===== src/rtl/psram_arb_pkg.sv =====
// Shared types and constants for the PSRAM command arbiter.
// Pure declarations: no latency, no flow control.
package psram_arb_pkg;

   typedef enum logic [1:0] {
      IDLE    = 2'd0,
      WR_WAIT = 2'd1,
      RD_WAIT = 2'd2
   } state_t;

   typedef enum logic {
      OWN_V = 1'b0,
      OWN_C = 1'b1
   } owner_t;

   localparam logic [7:0] MASK_ALL  = 8'hFF;
   localparam logic [7:0] MASK_NONE = 8'h00;

   localparam int TCMD_WR_DEF     = 14;
   localparam int BURST_BEATS_DEF = 4;

endpackage


===== src/rtl/psram_arb_prio.sv =====
// Winner select between V and C with a saturating CPU starvation counter.
// Pick is combinational while enabled; grant pulses are registered one cycle later.
module psram_arb_prio #(
   parameter int STARVE_MAX = 4
) (
   input  logic clk,
   input  logic resetn,
   input  logic i_en,
   input  logic i_v_req,
   input  logic i_c_req,
   output logic o_pick_v,
   output logic o_pick_c,
   output logic o_gnt_v,
   output logic o_gnt_c
);

   localparam int SW = $clog2(STARVE_MAX + 1);
   localparam logic [SW-1:0] S_MAX = SW'(STARVE_MAX);
   localparam logic [SW-1:0] S_ONE = SW'(1);

   logic [SW-1:0] r_starve;
   logic          r_gnt_v;
   logic          r_gnt_c;
   logic          w_pick_v;
   logic          w_pick_c;

   // C only overtakes a pending V once V has won STARVE_MAX times in a row
   assign w_pick_c = i_en && i_c_req && (!i_v_req || (r_starve == S_MAX));
   assign w_pick_v = i_en && i_v_req && !w_pick_c;

   always_ff @(posedge clk or negedge resetn) begin
      if (!resetn) begin
         r_starve <= '0;
         r_gnt_v  <= 1'b0;
         r_gnt_c  <= 1'b0;
      end else begin
         r_gnt_v <= w_pick_v;
         r_gnt_c <= w_pick_c;
         if (w_pick_c || !i_c_req) begin
            r_starve <= '0;
         end else if (w_pick_v && (r_starve != S_MAX)) begin
            r_starve <= r_starve + S_ONE;
         end
      end
   end

   assign o_pick_v = w_pick_v;
   assign o_pick_c = w_pick_c;
   assign o_gnt_v  = r_gnt_v;
   assign o_gnt_c  = r_gnt_c;

endmodule


===== src/rtl/psram_cmd_arbiter.sv =====
// Two-client PSRAM command arbiter: V has priority, C starvation bounded; issue 1 cycle after req, requests wait while busy.
// Defining PSRAM_ARB_TIMEOUT_EN adds a read watchdog that ends a stalled burst and sets sticky err.
module psram_cmd_arbiter
   import psram_arb_pkg::*;
#(
   parameter int ADDR_W         = 21,
   parameter int DATA_W         = 64,
   parameter int BURST_BEATS    = BURST_BEATS_DEF,
   parameter int TCMD_WR        = TCMD_WR_DEF,
   parameter int CPU_STARVE_MAX = 4,
   parameter int TIMEOUT_CYCLES = 256
) (
   input  logic              clk,
   input  logic              resetn,
   input  logic              init_calib,
   input  logic              v_req,
   input  logic [ADDR_W-1:0] v_addr,
   output logic              v_gnt,
   output logic              v_rvalid,
   output logic [DATA_W-1:0] v_rdata,
   output logic              v_done,
   input  logic              c_req,
   input  logic              c_we,
   input  logic [ADDR_W-1:0] c_addr,
   input  logic [DATA_W-1:0] c_wdata,
   input  logic [7:0]        c_mask,
   output logic              c_gnt,
   output logic              c_rvalid,
   output logic [DATA_W-1:0] c_rdata,
   output logic              c_done,
   output logic              cmd_en,
   output logic              cmd,
   output logic [ADDR_W-1:0] addr,
   output logic [DATA_W-1:0] wr_data,
   output logic [7:0]        data_mask,
   input  logic [DATA_W-1:0] rd_data,
   input  logic              rd_data_valid,
   output logic              busy,
   output logic              err
);

   localparam int CNT_MAX = (TIMEOUT_CYCLES > TCMD_WR) ? TIMEOUT_CYCLES : TCMD_WR;
   localparam int CNT_W   = $clog2(CNT_MAX + 1);
   localparam logic [CNT_W-1:0] CNT_ONE   = CNT_W'(1);
   localparam logic [CNT_W-1:0] WR_LAST   = CNT_W'(TCMD_WR - 1);
   localparam logic [1:0]       BEAT_LAST = 2'(BURST_BEATS - 1);

   state_t            r_state;
   owner_t            r_owner;
   logic              r_cmd;
   logic [ADDR_W-1:0] r_addr;
   logic [DATA_W-1:0] r_wdata;
   logic [7:0]        r_mask;
   logic [CNT_W-1:0]  r_cnt;
   logic [1:0]        r_beat;

   logic w_pick_v, w_pick_c, w_gnt_v, w_gnt_c;
   logic w_beat, w_last, w_tmo, w_rd_end, w_wr_end;

   psram_arb_prio #(
      .STARVE_MAX (CPU_STARVE_MAX)
   ) u_prio (
      .clk      (clk),
      .resetn   (resetn),
      .i_en     ((r_state == IDLE) && init_calib),
      .i_v_req  (v_req),
      .i_c_req  (c_req),
      .o_pick_v (w_pick_v),
      .o_pick_c (w_pick_c),
      .o_gnt_v  (w_gnt_v),
      .o_gnt_c  (w_gnt_c)
   );

   assign w_beat   = (r_state == RD_WAIT) && rd_data_valid;
   assign w_last   = w_beat && (r_beat == BEAT_LAST);
   assign w_wr_end = (r_state == WR_WAIT) && (r_cnt == WR_LAST);

`ifdef PSRAM_ARB_TIMEOUT_EN
   localparam logic [CNT_W-1:0] TMO_LAST = CNT_W'(TIMEOUT_CYCLES);
   logic r_err;

   assign w_tmo = (r_state == RD_WAIT) && (r_cnt == TMO_LAST) && !w_last;

   always_ff @(posedge clk or negedge resetn) begin
      if (!resetn) begin
         r_err <= 1'b0;
      end else if (w_tmo) begin
         r_err <= 1'b1;
      end
   end
   assign err = r_err;
`else
   assign w_tmo = 1'b0;
   assign err   = 1'b0;
`endif

   assign w_rd_end = w_last || w_tmo;

   always_ff @(posedge clk or negedge resetn) begin
      if (!resetn) begin
         r_state <= IDLE;
         r_owner <= OWN_V;
         r_cmd   <= 1'b0;
         r_addr  <= '0;
         r_wdata <= '0;
         r_mask  <= MASK_ALL;
         r_cnt   <= '0;
         r_beat  <= '0;
      end else begin
         // Controller only sees a real mask on the issue cycle
         r_mask <= MASK_ALL;
         case (r_state)
            IDLE: begin
               r_cnt  <= '0;
               r_beat <= '0;
               if (w_pick_c) begin
                  r_owner <= OWN_C;
                  r_cmd   <= c_we;
                  r_addr  <= c_addr;
                  r_mask  <= c_we ? c_mask : MASK_NONE;
                  if (c_we) begin
                     r_wdata <= c_wdata;
                     r_state <= WR_WAIT;
                  end else begin
                     r_state <= RD_WAIT;
                  end
               end else if (w_pick_v) begin
                  r_owner <= OWN_V;
                  r_cmd   <= 1'b0;
                  r_addr  <= v_addr;
                  r_mask  <= MASK_NONE;
                  r_state <= RD_WAIT;
               end
            end
            WR_WAIT: begin
               r_cnt <= r_cnt + CNT_ONE;
               if (w_wr_end) r_state <= IDLE;
            end
            RD_WAIT: begin
               r_cnt <= r_cnt + CNT_ONE;
               if (w_beat) r_beat <= r_beat + 2'd1;
               if (w_rd_end) r_state <= IDLE;
            end
            default: r_state <= IDLE;
         endcase
      end
   end

   assign v_gnt     = w_gnt_v;
   assign c_gnt     = w_gnt_c;
   assign cmd_en    = w_gnt_v | w_gnt_c;
   assign cmd       = r_cmd;
   assign addr      = r_addr;
   assign wr_data   = r_wdata;
   assign data_mask = r_mask;
   assign busy      = (r_state != IDLE);

   assign v_rvalid = w_beat && (r_owner == OWN_V);
   assign c_rvalid = w_beat && (r_owner == OWN_C);
   assign v_rdata  = v_rvalid ? rd_data : '0;
   assign c_rdata  = c_rvalid ? rd_data : '0;
   assign v_done   = w_rd_end && (r_owner == OWN_V);
   assign c_done   = (w_rd_end && (r_owner == OWN_C)) || w_wr_end;

endmodule

===== config.mk =====
export PLATFORM = sky130hd
export DESIGN_NAME = psram_cmd_arbiter
export DESIGN_NICKNAME = d
export VERILOG_FILES = /design/src/rtl/psram_arb_pkg.sv /design/src/rtl/psram_arb_prio.sv /design/src/rtl/psram_cmd_arbiter.sv
export SDC_FILE = /design/constraint.sdc
export NUM_CORES = 1
export LEC_CHECK = 0
export CAP_MARGIN = 20
export CORE_AREA = 2 2 163 165
export CTS_CLUSTER_DIAMETER = 40
export CTS_CLUSTER_SIZE = 40
export DETAILED_ROUTE_END_ITERATION = 10
export DIE_AREA = 0 0 165 167
export GPL_TIMING_DRIVEN = 0
export SYNTH_ARGS = -nofsm -noshare
export SYNTH_HDL_FRONTEND = slang
export SYNTH_SLANG_ARGS = --single-unit

===== constraint.sdc =====
create_clock -name clk -period 1.65 [get_ports clk]
set_input_delay 0.165 -clock clk [delete_from_list [all_inputs] [get_ports clk]]
set_output_delay 0.165 -clock clk [all_outputs]
set_load 0.02 [all_outputs]

==> results of run 1 <==
worst max path at each step:
stage | cells after the start | startpoint | endpoint
after global routing | 7 | r_state[0]$_DFFE_PN0P_ | c_rdata[47]
after CTS | 9 | r_state[0]$_DFFE_PN0P_ | v_rdata[26]
after floorplan | 9 | r_state[1]$_DFFE_PN0P_ | addr[10]$_DFFE_PN0P_
after detailed placement | 7 | rd_data_valid | v_rdata[37]
final | 7 | r_state[0]$_DFFE_PN0P_ | c_rdata[40]
after global placement | 1 | resetn | wr_data[4]$_DFFE_PN0P_
registers in the layout, indices dropped and copies added (netlist names):
name,count
u_prio.o_gnt_v,1
wr_data,64
data_mask,8
r_beat,2
u_prio.r_starve,3
r_state,2
u_prio.o_gnt_c,1
r_cnt,9
addr,21
r_owner,1
cmd,1
kinds of logic after synthesis:
kind of cell | share of synthesized area [%]
AO/OA/AOI/OAI | 5.08
XOR/XNOR | 0.764
AND/OR/NAND/NOR | 20.1
flip-flops | 49.5
buffers and inverters | 3.86
adder cells (fa/ha/maj) | 1.96
other | 0.0654
multiplexers | 18.7
power by group through the flow:
stage / logic, mW / registers [mW] / clock network (mW)
after CTS: 9.74 / 4.62 / 3.97
final: 10.3 / 4.61 / 3.85
after floorplan: 2.95 / 5.93 / 0
after global placement: 8.71 / 4.60 / 0
after detailed placement: 8.73 / 4.61 / 0
after global routing: 10.9 / 4.77 / 4.08
layer usage:
metal	global-route usage, %	share of wire [%]	vias to the layer above
li1	-	-	2639
met1	19.1	36	2680
met2	33.0	53	265
met3	5.73	8.3	20
met4	5.75	2.1	0
met5	0	0	-
final cells by class:
| class | instances | area, sq um | share of cell area, % |
|---|---|---|---|
| Inverter | 7 | 28.8 | 0.231 |
| Multi-Input combinational cell | 347 | 3110 | 24.9 |
| Sequential cell | 113 | 2840 | 22.8 |
| Timing Repair Buffer | 472 | 5050 | 40.5 |
| Buffer | 25 | 400 | 3.21 |
| Tap cell | 335 | 419 | 3.36 |
| Clock inverter | 11 | 154 | 1.24 |
| Antenna cell | 1 | 2.50 | 0.0201 |
| Clock buffer | 21 | 460 | 3.70 |
cells in the mapped netlist, drive strengths merged:
cell type    n
xor2         4
mux2        65
or2          1
nand3        1
and2       133
o21ai       27
inv          7
buf         14
a21o         9
and3         2
a221o        1
nor3b        2
clkbuf      19
dfrtp      105
or3          2
nor4bb       1
nand4        3
a32o         1
and3b        1
a22o         3
nand4b       1
nand2b       2
nor2b        1
o22ai        1
conb         1
xnor2        1
dfstp        8
nor2         9
ha           9
nor3         1
nor4b        1
mux2i       24
a21oi        3
nand2       35
a21bo        1
a21boi       1
repair_timing:
action                     CTS  global route
pin swaps                   30            11
gates resized for setup    896           167
setup endpoints to repair  241           239
buffers inserted            29            12
gates cloned                14             4
hold endpoints to repair    22             0
hold buffers                 1             0
worst max-delay path, cell delays in order (launching register included):
cell,delay [ns]
dfrtp_1,0.40
inv_2,0.08
ha_4,0.15
and3_4,0.22
clkbuf_16,0.17
clkbuf_8,0.16
and2_2,0.14
buf_4,0.14
per-stage QoR:
step                area [sq um]  setup TNS [ns]  hold slack, ns  std cells  util (%)
finish                     12500          -64.70           0.168       1332      48.4
global route               12500          -83.38           0.183       1332      48.4
CTS                        11900          -72.03           0.165       1322      46.2
detailed placement         10500         -147.63          0.0410       1250      40.6
global placement           10400         -620.53           0.459       1249      40.5
floorplan                   5880          -0.539          -0.131        500         -
==> summary.txt, run 1 <==
Clock network
  – # clock sinks: approximately 110
  – TritonCTS clock tree: yes
  – Clock Tree Root: clkbuf_16
  – Clock Latency Late Sink: about 0.4 ns
  – Clock transition at path regs: 0.06 ns
  – Maximum buffer depth of the clock tree: 2
  – Number of H-tree levels: 4
  – CTS Buf Count: 17

Drt
  – Remaining DRCs: 0
  – Vias: ~5600
  – Final WL: 25.6 mm
  – Drt initial violations: 170
  – Vias per cell: 4.21
  – First drt pass iteration count: 4
  – Final ANT Viol Nets: 0
  – DR WL/cell: 19.2 um

Power
  – PwrDens: 1500 mW/mm^2
  – Total Power: roughly 19 mW
  – Cell leakage power: 5.68 nW
  – Clock network power share: 20.6%
  – Sequential share of power: around a quarter
  – Pint: between 10 and 15 mW
  – Switching Power: 6.61 mW
  – Comb pwr share: between 50% and 60%
  – Switching share of power: 35.3%
  – Worst IR drop on VDD: ~900 uV

Floorplan
  – Die area: 0.0276 sq mm
  – Die width: about 170 um
  – Core area: 0.0258 sq mm
  – Initial Util: between 20% and 30%
  – Site row count: 59
  – Io pins: 416
  – Die Height: 167 um

STA
  – Hold Fails Final Rpt: 0
  – Period utilization: 123%
  – Endpoints failing setup: 235
  – Setup Skew: 0.00999 ns
  – RSZ-0062 raised after global routing: true
  – Highest clock rate: 0.494 GHz
  – Post-route setup slack: -0.375 ns
  – Minimum clock period: 2.02 ns
  – Final Max Slew Viols: 0

Global route
  – Gr ovfl total: 0
  – First-pass GRT wire length: 36.5 mm
  – Initial antenna violation count: 1
  – Vias in the first global route: about 6000
  – Gr usage total: 17.9%
  – Largest net degree at the start of global routing: 92

Synthesis
  – Area share of the largest cell type after synthesis: 45.8%
  – Area contributors post-synth: dfrtp_1, and2_1, mux2_2
  – Synth cell types: 45
  – Mapped Area: 0.00573 sq mm
  – Yosys warning count: 0
  – Register area share after synthesis: 49.5%
  – Area leader, netlist: dfrtp_1
  – Syn nets: 694
  – Mean Syn Cell Area: 11.5 sq um
  – Post-Syn Instances: 500
  – Register bit total from synthesis: roughly 110

Place
  – Port bufs: 414
  – GPL Wtd Cong: 0.862
  – DP Wirelength: 19.2 mm
  – Place WS: -1.22 ns

Status
  – Status: finished, violations left
  – Failing checks: setup timing

Layout
  – Area grow syn2layout: 117%
  – Nets: approximately 1200
  – Layout filler cell count: around 2400
  – Most common cell after layout, fill and taps aside: clkdlybuf4s50_1
  – Most frequent cells in the layout: clkdlybuf4s50_1, buf_6, dfrtp_1
  – Share of layout cells above drive strength 1: about 46%

Worst setup path
  – Worst setup EP type: primary output
  – Worst EP arrival: 1.86 ns
  – Flop2flop setup slack: -0.35 ns
  – Startpoint Class: flop
  – FF-to-FF Start: r_state[1]$_DFFE_PN0P_
  – Critical path data required time: ~1.5 ns
  – Depth of the most critical reg-to-reg path: 9
  – Crit path max fanout: 10
  – Crit path kind: reg2out
  – FF-to-FF End: wr_data[2]$_DFFE_PN0P_

Flow run
  – Max-Cap Viols: 0

Min path
  – Worst hold-check path type: in2async
Power figures use the tool's default switching activity.
==> run 2: changes to the inputs <==
--- a/config.mk
+++ b/config.mk
@@ -6,12 +6,13 @@
 export NUM_CORES = 1
 export LEC_CHECK = 0
 export CAP_MARGIN = 20
-export CORE_AREA = 2 2 163 165
+export CORE_AREA = 2 2 159 161
 export CTS_CLUSTER_DIAMETER = 40
 export CTS_CLUSTER_SIZE = 40
 export DETAILED_ROUTE_END_ITERATION = 10
-export DIE_AREA = 0 0 165 167
+export DIE_AREA = 0 0 161 163
 export GPL_TIMING_DRIVEN = 0
 export SYNTH_ARGS = -nofsm -noshare
 export SYNTH_HDL_FRONTEND = slang
+export SYNTH_HIERARCHICAL = 1
 export SYNTH_SLANG_ARGS = --single-unit
==> run 2 against run 1 <==
Net effect: the flow still finishes with violations (setup timing); flip-flop and latch count is the same; via count grew 6.5%; cell area grew 6.1%; first-iteration DRC count grew 20%; core utilization grew 5.2 points; highest routed layer unchanged.
==> summary.txt, run 2 <==
Layout
  – Fin cells: about 1400
  – Share of layout cells above drive strength 1: between 50% and 60%
  – Multi-input logic area: approximately 0.0032 sq mm
  – Max FFs per register: 64
  – Area grow syn2layout: 136%
  – Most frequent cells in the layout: clkdlybuf4s50_1, buf_6, and2_4
  – Layout filler cell count: 2119
  – Final instance area: around 0.013 sq mm
  – Nets: 1234
  – Most common cell after layout, fill and taps aside: clkdlybuf4s50_1
  – Sequential Area: 0.00284 sq mm

STA
  – Setup Skew: 0.00867 ns
  – Tightest Pin Transition: about 0.57 ns
  – Minimum clock period: 2.16 ns
  – Final Max Slew Viols: 0
  – Period utilization: 131%
  – Hold Fails Final Rpt: 0
  – Highest clock rate: ~0.46 GHz
  – Post-route setup slack: -0.509 ns
  – Setup TNS: -84.12 ns
  – Max-Slew Margin vs Limit: 61.7%
  – Endpoints failing setup: 229
  – RSZ-0062 raised after global routing: true

Status
  – Status: finished, violations left
  – Failing checks: setup timing

Worst setup path
  – Largest stage delay on the critical path: 0.40 ns
  – Worst setup EP type: primary output
  – Crit path max fanout: 5
  – Worst EP arrival: 1.99 ns
  – CP Cell Sequence: buf_6, ha_4, and3_4, clkbuf_16, clkbuf_8, buf_6, and2_4, buf_6
  – Buf/Inv on CP: 5
  – Critical path data required time: about 1.5 ns
  – Startpoint Class: flop
  – Top cell by count, worst path: buf_6
  – Crit path kind: reg2out
  – Crit path max-delay family: buffers and inverters
  – Slowest-stage cell, CP: dfrtp_1

Synthesis
  – Yosys warning count: 6
  – Area leader, netlist: dfrtp_1
  – Commonest cells post-synth: and2_1, dfrtp_1, mux2_2
  – Most common cell in the netlist: and2_1
  – Top FF cell, synth: dfrtp_1
  – Register bit total from synthesis: 113
  – Mapped Area: 0.00561 sq mm
  – Area share of the largest cell type after synthesis: about 47%
  – Mean Syn Cell Area: 11.0 sq um
  – Post-Syn Instances: between 500 and 600
  – Area contributors post-synth: dfrtp_1, and2_1, mux2_2
  – Syn nets: 703
  – Synth async-reset ratio: 100%
  – Post-synth EDFFs: 0
  – Register area share after synthesis: 50.6%
  – Synth cell types: 37

Floorplan
  – Io pins: 416
  – Die Height: 163 um
  – Core area: 0.0247 sq mm
  – Initial Util: between 20% and 30%
  – Die width: 161 um
  – Site row count: 58
  – Die area: 0.0262 sq mm

Place
  – DP Wirelength: 19.4 mm
  – Cell Area, Placed: 0.0104 sq mm
  – Post-placement cell count: 1254
  – Port bufs: 414
  – GPL Wtd Cong: ~0.84

Global route
  – Gr ovfl total: 0
  – Vias in the first global route: 6323
  – First-pass GRT wire length: 39.3 mm
  – Largest net degree at the start of global routing: 58
  – Initial antenna violation count: 1
  – Gr usage total: approximately 20%

Drt
  – First drt pass iteration count: 4
  – Vias: 5969
  – Final WL: around 28 mm
  – Remaining DRCs: 0
  – Drt initial violations: 204
  – DR WL/cell: 19.9 um
  – Vias per cell: ~4.3
  – Final ANT Viol Nets: 0

Clock network
  – Clock transition at path regs: approximately 0.070 ns
  – CTS Buf Count: 17
  – Maximum buffer depth of the clock tree: 2
  – Clock Tree Root: clkbuf_16
  – Clock Latency Late Sink: 0.41 ns
  – Number of H-tree levels: 4
  – # clock sinks: 113
  – TritonCTS clock tree: yes

Power
  – Worst IR drop on VDD: 893 uV
  – PwrDens: 1370 mW/mm^2
  – Cell leakage power: between 6 and 7 nW

Flow run
  – Max-Cap Viols: 0

Min path
  – Worst hold-check path type: in2async
## run 2: what timing repair did
item                                    4_1_cts  5_1_grt
endpoints found under the setup margin      241      239
endpoints found under the hold margin        52        0
hold buffers                                  1        0
cloned                                       23        7
pin swaps                                    48       24
resized for setup                          1076      135
buffers inserted                             61       25
## run 2: logic make-up (layout without fill, tap and decap cells)
group                    after synthesis  after routing  share of synthesized area (%)
AO/OA/AOI/OAI                         48             49                           5.53
other                                  1              2                         0.0669
flip-flops                           113            113                           50.6
multiplexers                          89             89                           17.4
XOR/XNOR                               5              5                          0.781
AND/OR/NAND/NOR                      202            202                           20.3
adder cells (fa/ha/maj)                9              9                           2.01
buffers and inverters                 42            585                           3.26
## run 2: metal layers
layer	part of all wire [%]	global-route usage (%)	vias up
li1	-	-	2759
met1	36	21.5	2894
met2	53	37.1	280
met3	8.1	6.75	36
met4	2.7	6.66	0
met5	0	0	-
## run 2: final timing paths
path                                           end                    from  cells past startpoint  slack, ns
max reg2reg                 wr_data[3]$_DFFE_PN0P_  r_state[0]$_DFFE_PN0P_                     11      -0.42
min in group clk            data_mask[2]$_DFF_PN1_               c_mask[2]                      2       0.31
min reg2reg                    addr[1]$_DFFE_PN0P_     addr[1]$_DFFE_PN0P_                      2       0.48
max                                    c_rdata[30]  r_state[1]$_DFFE_PN0P_                      8      -0.51
max in group asynchronous   data_mask[6]$_DFF_PN1_                  resetn                      3       0.66
min                        wr_data[53]$_DFFE_PN0P_                  resetn                      2       0.28
## run 2: through the flow
step           setup WS [ns]  total power [mW]  util [%]  hold slack (ns)
6_report              -0.509              18.1      53.6            0.278
5_1_grt               -0.565              19.0      53.5            0.291
4_1_cts               -0.577              17.7      51.4            0.285
3_5_place_dp           -1.20              11.9      42.0            0.174
3_3_place_gp           -4.31              11.9      41.9            0.461
2_1_floorplan         -0.535              7.95         -           -0.131
## run 2: cell type report
class	count	area share, %
repair buffers	517	42.6
multi-input cells	355	24.6
flip-flops and latches	113	21.5
plain buffers	27	3.48
clock buffers	17	3.22
well taps	330	3.12
clock inverters	15	1.24
inverters	9	0.256
diodes	1	0.0189
## run 2: where the power goes
group | internal (mW) | leakage [nW] | total (mW) | switching, mW
Clock | 2.15 | 0.289 | 3.71 | 1.56
Sequential | 3.78 | 1.45 | 4.33 | 0.554
Combinational | 5.57 | 4.29 | 10.1 | 4.48
==> run 3: changes to the inputs <==
--- a/config.mk
+++ b/config.mk
@@ -5,7 +5,6 @@
 export SDC_FILE = /design/constraint.sdc
 export NUM_CORES = 1
 export LEC_CHECK = 0
-export CAP_MARGIN = 20
 export CORE_AREA = 2 2 159 161
 export CTS_CLUSTER_DIAMETER = 40
 export CTS_CLUSTER_SIZE = 40
==> results of run 3 <==
The final DEF is identical to that of run 2; final timing and power are the same.
